### config.mk
export PLATFORM = sky130hd
export DESIGN_NAME = seq_multiplier
export DESIGN_NICKNAME = d
export VERILOG_FILES = /design/src/rtl/seq_multiplier.sv
export SDC_FILE = /design/constraint.sdc
export NUM_CORES = 1
export LEC_CHECK = 0
export ABC_AREA = 1
export ABC_CLOCK_PERIOD_IN_PS = 2900
export BUFFER_PORTS_ARGS = -buffer_cell sky130_fd_sc_hd__clkbuf_2
export CORE_MARGIN = 3
export CORE_UTILIZATION = 44
export CTS_BUF_LIST = sky130_fd_sc_hd__clkbuf_8
export DETAILED_ROUTE_END_ITERATION = 6
export MAX_ROUTING_LAYER = met4
export SLEW_MARGIN = 20
export SYNTH_ARGS = -nofsm -noshare
export SYNTH_HDL_FRONTEND = slang
export SYNTH_SLANG_ARGS = --single-unit
### constraint.sdc
create_clock -name clk -period 2.9 [get_ports clk]
set_input_delay 0.435 -clock clk [delete_from_list [all_inputs] [get_ports clk]]
set_output_delay 0.435 -clock clk [all_outputs]
set_load 0.05 [all_outputs]
### src/rtl/seq_multiplier.sv
// seq_multiplier: iterative unsigned shift-and-add multiplier.
// Consumes STEP multiplier bits per clock and produces a 2*WIDTH-bit product.
// The start/busy/done handshake lets the ALU control FSM wait for the result.
// Optional build macro MUL_EARLY_EXIT_EN: finish as soon as the remaining
// multiplier bits are all zero instead of always running WIDTH/STEP cycles.
// STEP must be 1, 2 or 4 and must divide WIDTH.
module seq_multiplier #(
    parameter int WIDTH = 16,
    parameter int STEP  = 1
) (
    input  logic                 clk,
    input  logic                 rst_n,
    input  logic                 start,
    input  logic [WIDTH-1:0]     mul1,
    input  logic [WIDTH-1:0]     mul2,
    output logic [2*WIDTH-1:0]   mulresult,
    output logic                 busy,
    output logic                 done
);

    localparam int ITERS = WIDTH / STEP;
    localparam int CNT_W = (ITERS > 1) ? $clog2(ITERS) : 1;

    typedef enum logic [1:0] {
        IDLE = 2'd0,
        RUN  = 2'd1,
        DONE = 2'd2
    } state_e;

    state_e               state_q, state_d;
    logic [2*WIDTH-1:0]   acc_q, acc_d;
    logic [2*WIDTH-1:0]   mcand_q, mcand_d;
    logic [WIDTH-1:0]     mplier_q, mplier_d;
    logic [CNT_W-1:0]     cnt_q, cnt_d;
    logic [2*WIDTH-1:0]   result_q, result_d;

    logic [2*WIDTH-1:0]   partial;
    logic [2*WIDTH-1:0]   acc_sum;
    logic [WIDTH-1:0]     mplier_shift;
    logic                 last_iter;

    // One iteration of the datapath: add the partial product for the low STEP multiplier bits.
    always_comb begin
        // The true partial product is STEP bits wider, but the final product always fits in
        // 2*WIDTH bits, so evaluating the multiply at 2*WIDTH bits drops nothing that matters.
        partial      = mcand_q * {{(2*WIDTH-STEP){1'b0}}, mplier_q[STEP-1:0]};
        acc_sum      = acc_q + partial;
        mplier_shift = mplier_q >> STEP;
`ifdef MUL_EARLY_EXIT_EN
        last_iter    = (cnt_q == CNT_W'(ITERS-1)) || (mplier_shift == '0);
`else
        last_iter    = (cnt_q == CNT_W'(ITERS-1));
`endif
    end

    // Next-state and datapath update logic.
    always_comb begin
        // NOTE: every signal written here gets a default first so no path leaves it unassigned,
        // which would otherwise infer a latch.
        state_d  = state_q;
        acc_d    = acc_q;
        mcand_d  = mcand_q;
        mplier_d = mplier_q;
        cnt_d    = cnt_q;
        result_d = result_q;

        case (state_q)
            // DONE accepts a new request exactly like IDLE so operations can run back-to-back.
            IDLE, DONE: begin
                if (start) begin
                    acc_d    = '0;
                    cnt_d    = '0;
                    mcand_d  = {{WIDTH{1'b0}}, mul1};
                    mplier_d = mul2;
                    state_d  = RUN;
                end else begin
                    state_d  = IDLE;
                end
            end
            RUN: begin
                acc_d    = acc_sum;
                mcand_d  = mcand_q << STEP;
                mplier_d = mplier_shift;
                cnt_d    = cnt_q + CNT_W'(1);
                if (last_iter) begin
                    result_d = acc_sum;
                    state_d  = DONE;
                end
            end
            default: state_d = IDLE;
        endcase
    end

    // State and datapath registers; reset discards any operation in flight.
    always_ff @(posedge clk or negedge rst_n) begin
        if (!rst_n) begin
            state_q  <= IDLE;
            acc_q    <= '0;
            mcand_q  <= '0;
            mplier_q <= '0;
            cnt_q    <= '0;
            result_q <= '0;
        end else begin
            // NOTE: non-blocking assignments so every register samples the pre-edge values.
            state_q  <= state_d;
            acc_q    <= acc_d;
            mcand_q  <= mcand_d;
            mplier_q <= mplier_d;
            cnt_q    <= cnt_d;
            result_q <= result_d;
        end
    end

    // busy and done decode directly from the state register, so they can never overlap.
    assign busy      = (state_q == RUN);
    assign done      = (state_q == DONE);
    assign mulresult = result_q;

endmodule

==> impl_results.md, run 1 <==
- Area share of the largest cell type after synthesis: 0.4063
- Reg2reg path depth: 13
- Post-synth top cells: nand2_1, inv_1, dfrtp_1
- Setup_tns: 0 ns
- CP endpoint kind: output pin
- Worst skew pair latency: 0.45 ns
- Post-route cell area: 0.008193 mm²
- Final Cycle Share: 0.8016
- DR DRC count: 0
- Critical path type: flop to output pin
- Final hold slack: 0.2292 ns
- Share of layout cells above drive strength 1: 0.1311
- Max Cap Viol: 0
- Slew Viols, Final: 0
- Placed instance area: 0.007824 mm²
- H-Tree Depth: 4
- Reg power frac: 0.296
- LEAKAGE: 0.004734 µW
- Crit path DAT: 1.89 ns
- Worst ir drop on vdd: 0.0008224 V
- Ant. Diodes: 0
- Total Wirelength: 19.02 mm
- Crit-path max cell delay: 0.47 ns
- Most numerous cell in the Yosys netlist: nand2_1
- Sink Count: 118
- #FFs+latches synth: 118
- Seq/Total Area, Yosys: 0.4063
- FMAX: 430.2 MHz
- Netlist Area Pre-Place: 0.007268 mm²
- Die ar.: 0.01810 mm²
- CP Data Required Time: 2.47 ns
- Clock Tree Root: clkbuf_8
- Dominant cells by area after synthesis: dfrtp_1, nand2_1, inv_1, nand3_1, ha_1
- Global-route wire length before repair: 31.68 mm
- Worst Tran Pin Value: 0.9980 ns
- Hold Path Class: primary input to flop
- Starting Density: 0.4543
- Crit-path max FO: 42
- PwrDens: 1196 mW/mm²
- Top FF cell, synth: dfrtp_1
- Ports: 69
- DP HPWL: 14.02 mm
- Combinational Power Share: 0.560
- Hold Path Depth: 3
- P_sw: 5007 µW
- Die Y: 134.5 µm
- Row count: 46
- Post-DR wirelength/cell: 14.38 µm
- Sw frac: 0.5108
- Avg Inst Size Synth: 7.070 µm²
- Chip Width: 134.5 µm
- Post-synthesis async set-or-reset flop share: 1.000
- CP cell instances: nor2_8, buf_4, clkbuf_2
- Slowest-stage cell, CP: dfrtp_1
- Status: finished clean
- Area delta synth->final: 12.72%
- Cell Int Power: 4795 µW
- Layout fillers: 1,668
- Clock Path Buffers: 2
- Register-to-register setup slack: 0.59 ns
- Final setup fails: 0
- Global placer's final weighted congestion: 0.9373
- Rel. slew slack: 0.3337
- Vias in the first global route: 6,164
- Clock Skew: 0.02107 ns
- Critical Path Start Type: flop
- Core Area: 0.01600 mm²
- Largest net degree at the start of global routing: 51
- Initial antenna violation count: 0
- DRT iter0 DRCs: 408
- Synth Net Count: 1,096
- GRT overflow: 0
- Final critical-path required period: 2.325 ns
- GR Util All Layers: 0.2283
- Port Buffer Count: 68
- Clock transition at path regs: 0.08 ns
- Util after Layout: 0.5120
- RSZ-0062 raised after global routing: no
- Post-cts gate resize count: 0
- Detail Route Antenna Nets: 0
- Cells after Synth: 1,028
- Via count: 6,550
- Netlist cell types: 34
- Synth area leader: dfrtp_1
- Number of iterations in the first detailed-routing pass: 5
- CTS tree: done
- Nets@finish: 1,161
- Vias per cell: 4.955
- Final hold violations: 0
- Clock Power Share: 0.144
- Yosys warns: 0
- CTS Buf Count: 17
- Final Power: 9802 µW
- EDFF count, synth: 0
per-layer routing:
layer / GRT usage / up-vias / part of all wire
met5: - / - / 0
met4: 0.06505 / 0 / 0.017
met3: 0.04285 / 22 / 0.050
met2: 0.3229 / 167 / 0.42
met1: 0.3356 / 3018 / 0.51
li1: - / 3343 / -
worst paths after layout:
path / end / startpoint
max reg2reg: mulresult[24] / mplier_q[0]
min reg2reg: mulresult[2] / mulresult[2]
min: mcand_q[2] / mul1[2]
max in group asynchronous: mulresult[0] / rst_n
min in group asynchronous: acc_q[23] / rst_n
max: busy / state_q[1]
final cells by class:
cell class	instances	area [µm²]	share of cell area
clock buffer	18	247.7	0.03024
clock inverter	14	111.4	0.01359
inverter	178	668.1	0.08155
multi-input combinational	699	3502	0.4275
sequential	118	2953	0.3604
tap	216	270.3	0.03299
timing repair buffer	79	440.4	0.05376
flip-flops by register name, indices dropped and copies added, names as in the netlist:
name and count:
mcand_q 32, state_q 2, cnt_q 4, mplier_q 16
mulresult 32, acc_q 32
critical path: cells and delay by family, from the launching register on:
| kind | cells | cell delay (ns) |
|---|---|---|
| buf+inv | 2 | 0.82 |
| flops | 1 | 0.47 |
| simple gates | 1 | 0.14 |
cell families after synthesis:
| kind of cell | count (synthesis) | share of synthesized area |
|---|---|---|
| compound gates | 85 | 0.07385 |
| buf+inv | 211 | 0.1119 |
| simple gates | 566 | 0.3321 |
| fa+ha+maj | 33 | 0.05784 |
| flops | 118 | 0.4063 |
| xor+xnor | 15 | 0.01808 |
power groups by stage:
stage	clock (µW)	combinational, µW	sequential (µW)
detailed placement	0	5500	2920
finish	1410	5490	2900
global placement	0	5430	2930
CTS	1450	5500	2900
floorplan	0	3450	3600
global route	1520	6160	3000
cells in the final DEF (no fill, tap or decap), drive strengths merged:
| cell type | count |
|---|---|
| nand4 | 3 |
| o21bai | 3 |
| o221ai | 15 |
| and2 | 1 |
| nand2 | 400 |
| a22o | 5 |
| clkbuf | 85 |
| a32o | 1 |
| nand3 | 110 |
| o211ai | 1 |
| buf | 11 |
| nor2 | 43 |
| dlygate4sd3 | 1 |
| or2 | 1 |
| clkinvlp | 4 |
| xor2 | 6 |
| clkinv | 7 |
| a21oi | 23 |
| ha | 32 |
| bufinv | 1 |
| inv | 180 |
| o21ai | 21 |
| o22ai | 15 |
| xnor2 | 9 |
| nor3 | 3 |
| dfrtp | 118 |
| fa | 1 |
| nand3b | 5 |
| a21o | 1 |
what timing repair did:
item | CTS | global route
hold buffers | 1 | 0
hold endpoints to repair | 21 | 0
setup buffers | 0 | 0
metrics by stage:
stage / setup slack (ns) / cells
final: 0.5754 / 1322
after global routing: 0.3399 / 1322
after CTS: 0.5465 / 1322
after detailed placement: 0.5772 / 1289
after global placement: 0.6400 / 1289
after floorplan: 0.6823 / 1028
(Power assumes the default switching activity.)
==> run 2, diff against run 1 <==
- ABC_CLOCK_PERIOD_IN_PS: 2900 -> 2400
- clock period: 2.9 -> 2.4 ns (I/O delays scaled with it)
==> run 2 against run 1 <==
Net effect: global-route usage is 0.47 points higher; flip-flop and latch count unchanged; design area grew 2.5%; clock-buffer cell count increased by 2; via count is 2.5% lower; critical path depth grew 11; wire length up 2.0%.
==> impl_results.md, run 2 (synthesis results as in run 1) <==
- GRT overflow: 0 (unchanged)
- Final Cycle Share: 0.9422
- Worst ir drop on vdd: 0.0006467 V (-21%)
- Via count: 6,389 (-2.5%)
- Critical Path Start Type: flop
- Vias in the first global route: 6,229 (+1.1%)
- Area delta synth->final: 15.56%
- Setup Fix Bufs, Post-CTS: 0 (unchanged)
- Row count: 46 (unchanged)
- DRT iter0 DRCs: 349 (-14%)
- Largest net degree at the start of global routing: 42 (-18%)
- RSZ-0062 raised after global routing: yes
- Chip Width: 134.5 µm (unchanged)
- Global placer's final weighted congestion: 0.9636 (+2.8%)
- FMAX: 442.2 MHz
- Clock Path Buffers: 2 (unchanged)
- Commonest cells after routing, fill and taps aside: nand2_1, inv_1, dfrtp_1
- Final hold violations: 0 (unchanged)
- Ports: 69 (unchanged)
- Ant. Diodes: 0 (unchanged)
- CTS tree: done
- Crit-path max FO: 31 (-26%)
- Max Cap Viol: 0 (unchanged)
- DR DRC count: 0 (unchanged)
- Rel. slew slack: 0.6681 (+0.3344)
- Setup_tns: 0 ns (unchanged)
- Sink Count: 118 (unchanged)
- Die ar.: 0.01810 mm² (unchanged)
- Wire length on met1: 9.534 mm (-1.6%)
- Final hold slack: 0.1585 ns (-0.07063 ns)
- Port Buffer Count: 68 (unchanged)
- CTS Buf Count: 17 (unchanged)
- H-Tree Depth: 4 (unchanged)
- Crit path DAT: 2.60 ns (+0.71 ns)
- Post-DR wirelength/cell: 14.61 µm (+1.6%)
- Util after Layout: 0.5249 (+0.01290)
- Global-route wire length before repair: 32.08 mm (+1.3%)
- Slew Viols, Final: 0 (unchanged)
- Top Metal Used: met4
- Crit-path max cell delay: 0.42 ns (-0.05 ns)
- Initial antenna violation count: 0 (unchanged)
- Met3 wire length: 1.022 mm (+7.7%)
- GR Util All Layers: 0.2330 (+0.004713)
- Nets@finish: 1,167 (+0.52%)
- Final setup fails: 0 (unchanged)
- Vias per cell: 4.811 (-2.9%)
- CP endpoint kind: flop
- Worst Tran Pin Value: 0.4979 ns (-0.5001 ns)
- Starting Density: 0.4543 (unchanged)
- PwrDens: 1463 mW/mm² (+22%)
- Slowest-stage cell, CP: dfrtp_1
- Final critical-path required period: 2.261 ns
- Core Area: 0.01600 mm² (unchanged)
- LEAKAGE: 0.004837 µW (+2.2%)
- DR WL met2: 8.669 mm (+7.6%)
- Final instance count without filler cells: 1,328 (+0.45%)
- DP HPWL: 14.56 mm (+3.8%)
- Die Y: 134.5 µm (unchanged)
- Dpl cells: 1,295 (+0.47%)
- Critical path type: flop to flop
- Detail Route Antenna Nets: 0 (unchanged)
- Number of iterations in the first detailed-routing pass: 5 (unchanged)
- CP Data Required Time: 2.74 ns (+0.27 ns)
- Total Wirelength: 19.40 mm (+2.0%)
- Clock Skew: 0.01496 ns (-0.006105 ns)
- Layout fillers: 1,661 (-0.42%)
- Clock Tree Root: clkbuf_8
- Most common cell after layout, fill and taps aside: nand2_1
- Crit-path most repeated cell: nand2_1
- CP cell instances: buf_12, nand2_1, inv_1, ha_1, nand2_1, inv_1, nand2_1, nand2_1, inv_1, nand3_2, nand2_1, nand4_1, nand3_1, nand2_1
- Status: finished clean
- Worst skew pair latency: 0.45 ns (about the same)
- Clock transition at path regs: 0.07 ns (about the same)
- Hold Path Class: primary input to flop
- Share of layout cells above drive strength 1: 0.1475 (+0.01638)
## run 2: per-layer routing
layer  GRT usage  vias up
met1      0.3272     2885
li1            -     3349
met4     0.05543        0
met2      0.3492      138
met3     0.04806       17
met5           -        -
## run 2: critical path, delay by kind of cell (launching register included)
family                     cells  cell delay, ns
buffers and inverters          4            0.38
adders and majority gates      1            0.32
and+or+nand+nor                9            1.02
DFF                            1            0.42
## run 2: cell type report
class	instances	area (µm²)	area share
multi-input cells	699	3558	0.4237
flip-flops and latches	118	2953	0.3516
inverters	178	668.1	0.07955
repair buffers	85	523.0	0.06227
clock buffers	20	275.3	0.03277
well taps	216	270.3	0.03218
clock inverters	12	151.4	0.01802
## run 2: stage by stage
step	total power, µW	area (µm²)	worst slack [ns]
after floorplan	8516	7268	0.1823
after global placement	10210	7906	0.1425
after detailed placement	10300	7906	0.1536
after CTS	12300	8343	0.1372
after global routing	13370	8399	-0.01275
final	12290	8399	0.1387
## run 2: power by group
group	switching (µW)	internal, µW	leakage (µW)
logic	4670	2110	0.00316
clock network	849	1110	0.000226
registers	598	2950	0.00145
total	6120	6170	0.00484
## run 2: path summary, 6_finish.rpt
| check | from | to | slack [ns] | depth (start not counted) |
|---|---|---|---|---|
| worst min register to register | mulresult[1] | mulresult[1] | 0.47 | 2 |
| worst max register to register | mplier_q[0] | mulresult[26] | 0.14 | 14 |
| max in group asynchronous | rst_n | mplier_q[2] | 1.36 | 3 |
| min in group asynchronous | rst_n | mulresult[26] | 0.42 | 2 |
| worst min-delay path | mul2[11] | mplier_q[11] | 0.16 | 3 |
| worst max-delay path | mplier_q[0] | mulresult[26] | 0.14 | 14 |
## run 2: what timing repair did
item	in CTS	in global routing
hold endpoints to repair	32	0
resized for setup	0	14
hold buffers	1	0
setup endpoints to repair	0	17
==> run 3, diff against run 2 <==
- ABC_AREA: 1 -> unset
==> run 3 against run 2 <==
Net effect: the flow now finishes with violations (setup timing); area after synthesis decreased by 13%; worst setup slack worse by 0.50 ns; via count shrank 14%; global-route usage down 0.32 points; clock skew decreased by 0.0035 ns; wire length shrank 10%; sequential power up 1%; first-iteration DRC count fell by 13%; clock-buffer cell count is 2 lower; combinational power is 33% higher; non-clock buffer count rose by 124; critical endpoint unchanged; largest cell class unchanged; largest power group unchanged.
==> impl_results.md, run 3 <==
- Max Cap Viol: 0 (unchanged)
- Final instance count without filler cells: 1,039 (-22%)
- Rel. slew slack: 0.6468 (-0.02121)
- P_sw: 6228 µW (+1.8%)
- Area share of the largest cell type after synthesis: 0.4658 (+0.05949)
- Seq/Total Area, Yosys: 0.4658 (+0.05949)
- Cell Int Power: 8098 µW (+31%)
- CP endpoint kind: flop
- Die Y: 126.0 µm (-6.3%)
- Final setup fails: 38 (+38)
- Post-DR wirelength/cell: 16.79 µm (+15%)
- #FFs+latches synth: 118 (unchanged)
- Vias per cell: 5.315 (+10%)
- Setup ws final: -0.3569 ns (-0.4957 ns)
- Share of layout cells above drive strength 1: 0.4144 (+0.2670)
- Die ar.: 0.01588 mm² (-12%)
- Worst skew pair latency: 0.43 ns (-0.02 ns)
- Netlist Area Pre-Place: 0.006340 mm² (-13%)
- EDFF count, synth: 0 (unchanged)
- Failing checks: setup timing
- Cells after Synth: 656 (-36%)
- Slew Viols, Final: 0 (unchanged)
- PwrDens: 1586 mW/mm² (+8.4%)
- CP cell instances: buf_6, and2_4, fa_2, a21oi_4, o211ai_1, nand4_1, a31oi_4, a21o_1, a221oi_2, xnor2_1, mux2_4
- Avg Inst Size Synth: 9.664 µm² (+37%)
- Slowest-stage cell, CP: dfrtp_2
- Post-synth top cells: nand2_1, dfrtp_1, a22o_1
- Pre-CTS WS: -0.4903 ns (-0.6440 ns)
- Clock Skew: 0.01143 ns (-0.003528 ns)
- Number of iterations in the first detailed-routing pass: 4 (-1)
- Ant. Diodes: 0 (unchanged)
- Synth area leader: dfrtp_1
- Crit-path max FO: 8 (-74%)
- Crit-path max cell delay: 0.45 ns (+0.03 ns)
- RSZ-0062 raised after global routing: yes
- Top FF cell, synth: dfrtp_1
- Final hold violations: 0 (unchanged)
- Buf/Inv on CP: 1 (-3)
- Detail Route Antenna Nets: 0 (unchanged)
- Clock transition at path regs: 0.07 ns (about the same)
- FMAX: 362.7 MHz (-18%)
- Multi-input logic area: 0.003938 mm² (+11%)
- Sw frac: 0.4347 (-0.06294)
- Vias in the first global route: 5,781 (-7.2%)
- Synth Net Count: 724 (-34%)
- Initial antenna violation count: 0 (unchanged)
- Area delta synth->final: 42.49%
- Post-synthesis async set-or-reset flop share: 1.000 (unchanged)
- LEAKAGE: 0.004474 µW (-7.5%)
- Largest net degree at the start of global routing: 51 (+21%)
- Status: finished with violations
- Top cell family by delay on the critical path: compound AO/OA/AOI/OAI gates
- Sink Count: 118 (unchanged)
- Most common cell after layout, fill and taps aside: nand2_1
- Dpl cells: 995 (-23%)
- Netlist cell types: 59 (+74%)
- Nets@finish: 917 (-21%)
- Core Area: 0.01399 mm² (-13%)
- Final critical-path required period: 2.757 ns (+0.4957 ns)
- Ports: 69 (unchanged)
- Combinational Power Share: 0.629 (+0.077)
- Commonest cells after routing, fill and taps aside: nand2_1, buf_4, dfrtp_1
- Reg power frac: 0.250 (-0.039)
- Hold Path Class: primary input to flop
- H-Tree Depth: 4 (unchanged)
- Total Wirelength: 17.45 mm (-10%)
- Dominant cells by area after synthesis: dfrtp_1, nand2_1, ha_1, a22o_1, a22oi_1
- Most numerous cell in the Yosys netlist: nand2_1
- Critical Path Start Type: flop
- DR DRC count: 0 (unchanged)
- Clock Power Share: 0.120 (-0.039)
- Starting Density: 0.4532 (-0.001034)
- Via count: 5,522 (-14%)
- CTS Buf Count: 17 (unchanged)
- Chip Width: 126.0 µm (-6.3%)
- Worst Tran Pin Value: 0.5297 ns (+0.03181 ns)
- CTS tree: done
- Row count: 43 (-6.5%)
- Register area: 0.002954 mm² (about the same)
- CP Data Required Time: 2.72 ns (-0.02 ns)
- Yosys warns: 0 (unchanged)
- Clock Tree Root: clkbuf_8
- Port Buffer Count: 68 (unchanged)
- Final Power: 14,330 µW (+17%)
- GRT overflow: 0 (unchanged)
- DP HPWL: 11.99 mm (-18%)
- GR Util All Layers: 0.2297 (-0.003223)
- Crit path DAT: 3.07 ns (+0.47 ns)
- Final Cycle Share: 1.149 (+0.2065)
- Layout fillers: 1,152 (-31%)
- Global-route wire length before repair: 28.68 mm (-11%)
- Clock Path Buffers: 2 (unchanged)
- DRT iter0 DRCs: 303 (-13%)
- Critical path type: flop to flop
- Worst ir drop on vdd: 0.0008850 V (+37%)
- Global placer's final weighted congestion: 0.9309 (-3.4%)
==> run 3: power groups by stage <==
stage          Clock (µW)  Combinational (µW)  Sequential [µW]
2_1_floorplan           0                4120             4180
3_3_place_gp            0                7410             3510
3_5_place_dp            0                7620             3530
4_1_cts              1760                8370             3570
5_1_grt              1850                9750             3710
6_report             1720                9010             3590
==> run 3: kinds of logic after synthesis <==
kind of cell / synth area share
compound gates: 0.2124
xor+xnor: 0.04361
fa+ha+maj: 0.06631
buf+inv: 0.03513
flops: 0.4658
mux: 0.01283
simple gates: 0.1640
==> run 3: final cells by class <==
type | count | share of cell area
repair buffers | 209 | 0.1643
well taps | 180 | 0.02493
clock buffers | 18 | 0.02742
multi-input cells | 484 | 0.4359
inverters | 19 | 0.007895
clock inverters | 11 | 0.01260
flip-flops and latches | 118 | 0.3270
==> run 3: path summary, 6_finish.rpt <==
check	slack [ns]	depth (start not counted)	to	start
worst max-delay path	-0.36	11	mulresult[26]	mplier_q[0]
worst min-delay path	0.14	3	mcand_q[6]	mul1[6]
worst max register to register	-0.36	11	mulresult[26]	mplier_q[0]
worst min register to register	0.48	2	mplier_q[8]	mplier_q[8]
max in group asynchronous	1.24	3	mulresult[27]	rst_n
min in group asynchronous	0.45	2	mulresult[17]	rst_n
==> run 3: stage by stage <==
stage | util | hold slack [ns] | TNS [ns] | instance area (µm²)
floorplan | - | 0.06441 | -2.515 | 6481
global placement | 0.5640 | 0.3668 | -8.815 | 7889
detailed placement | 0.5640 | 0.3724 | -10.80 | 7889
CTS | 0.6215 | 0.1158 | -6.913 | 8693
global route | 0.6458 | 0.1112 | -13.05 | 9034
finish | 0.6458 | 0.1367 | -8.749 | 9034
==> run 3: layer usage <==
layer  share of wire  track usage  wire length (µm)  vias up
li1                -            -                 -     2695
met1            0.45       0.2949              7872     2705
met2            0.49       0.3659              8583       98
met3           0.044      0.05513               764       24
met4           0.013      0.06498               227        0
met5               0            -                 0        -
==> run 3: worst min-delay path, delay by kind of cell <==
kind	cells	cell delay (ns)
compound gates	1	0.05
buf+inv	1	0.07
simple gates	1	0.05
==> run 3: repair_timing <==
action,in CTS,in global routing
hold buffers,1,0
buffers inserted,7,8
pin swaps,22,24
gates resized for setup,68,56
endpoints found under the hold margin,37,0
setup endpoints to repair,37,43
gates cloned,0,1
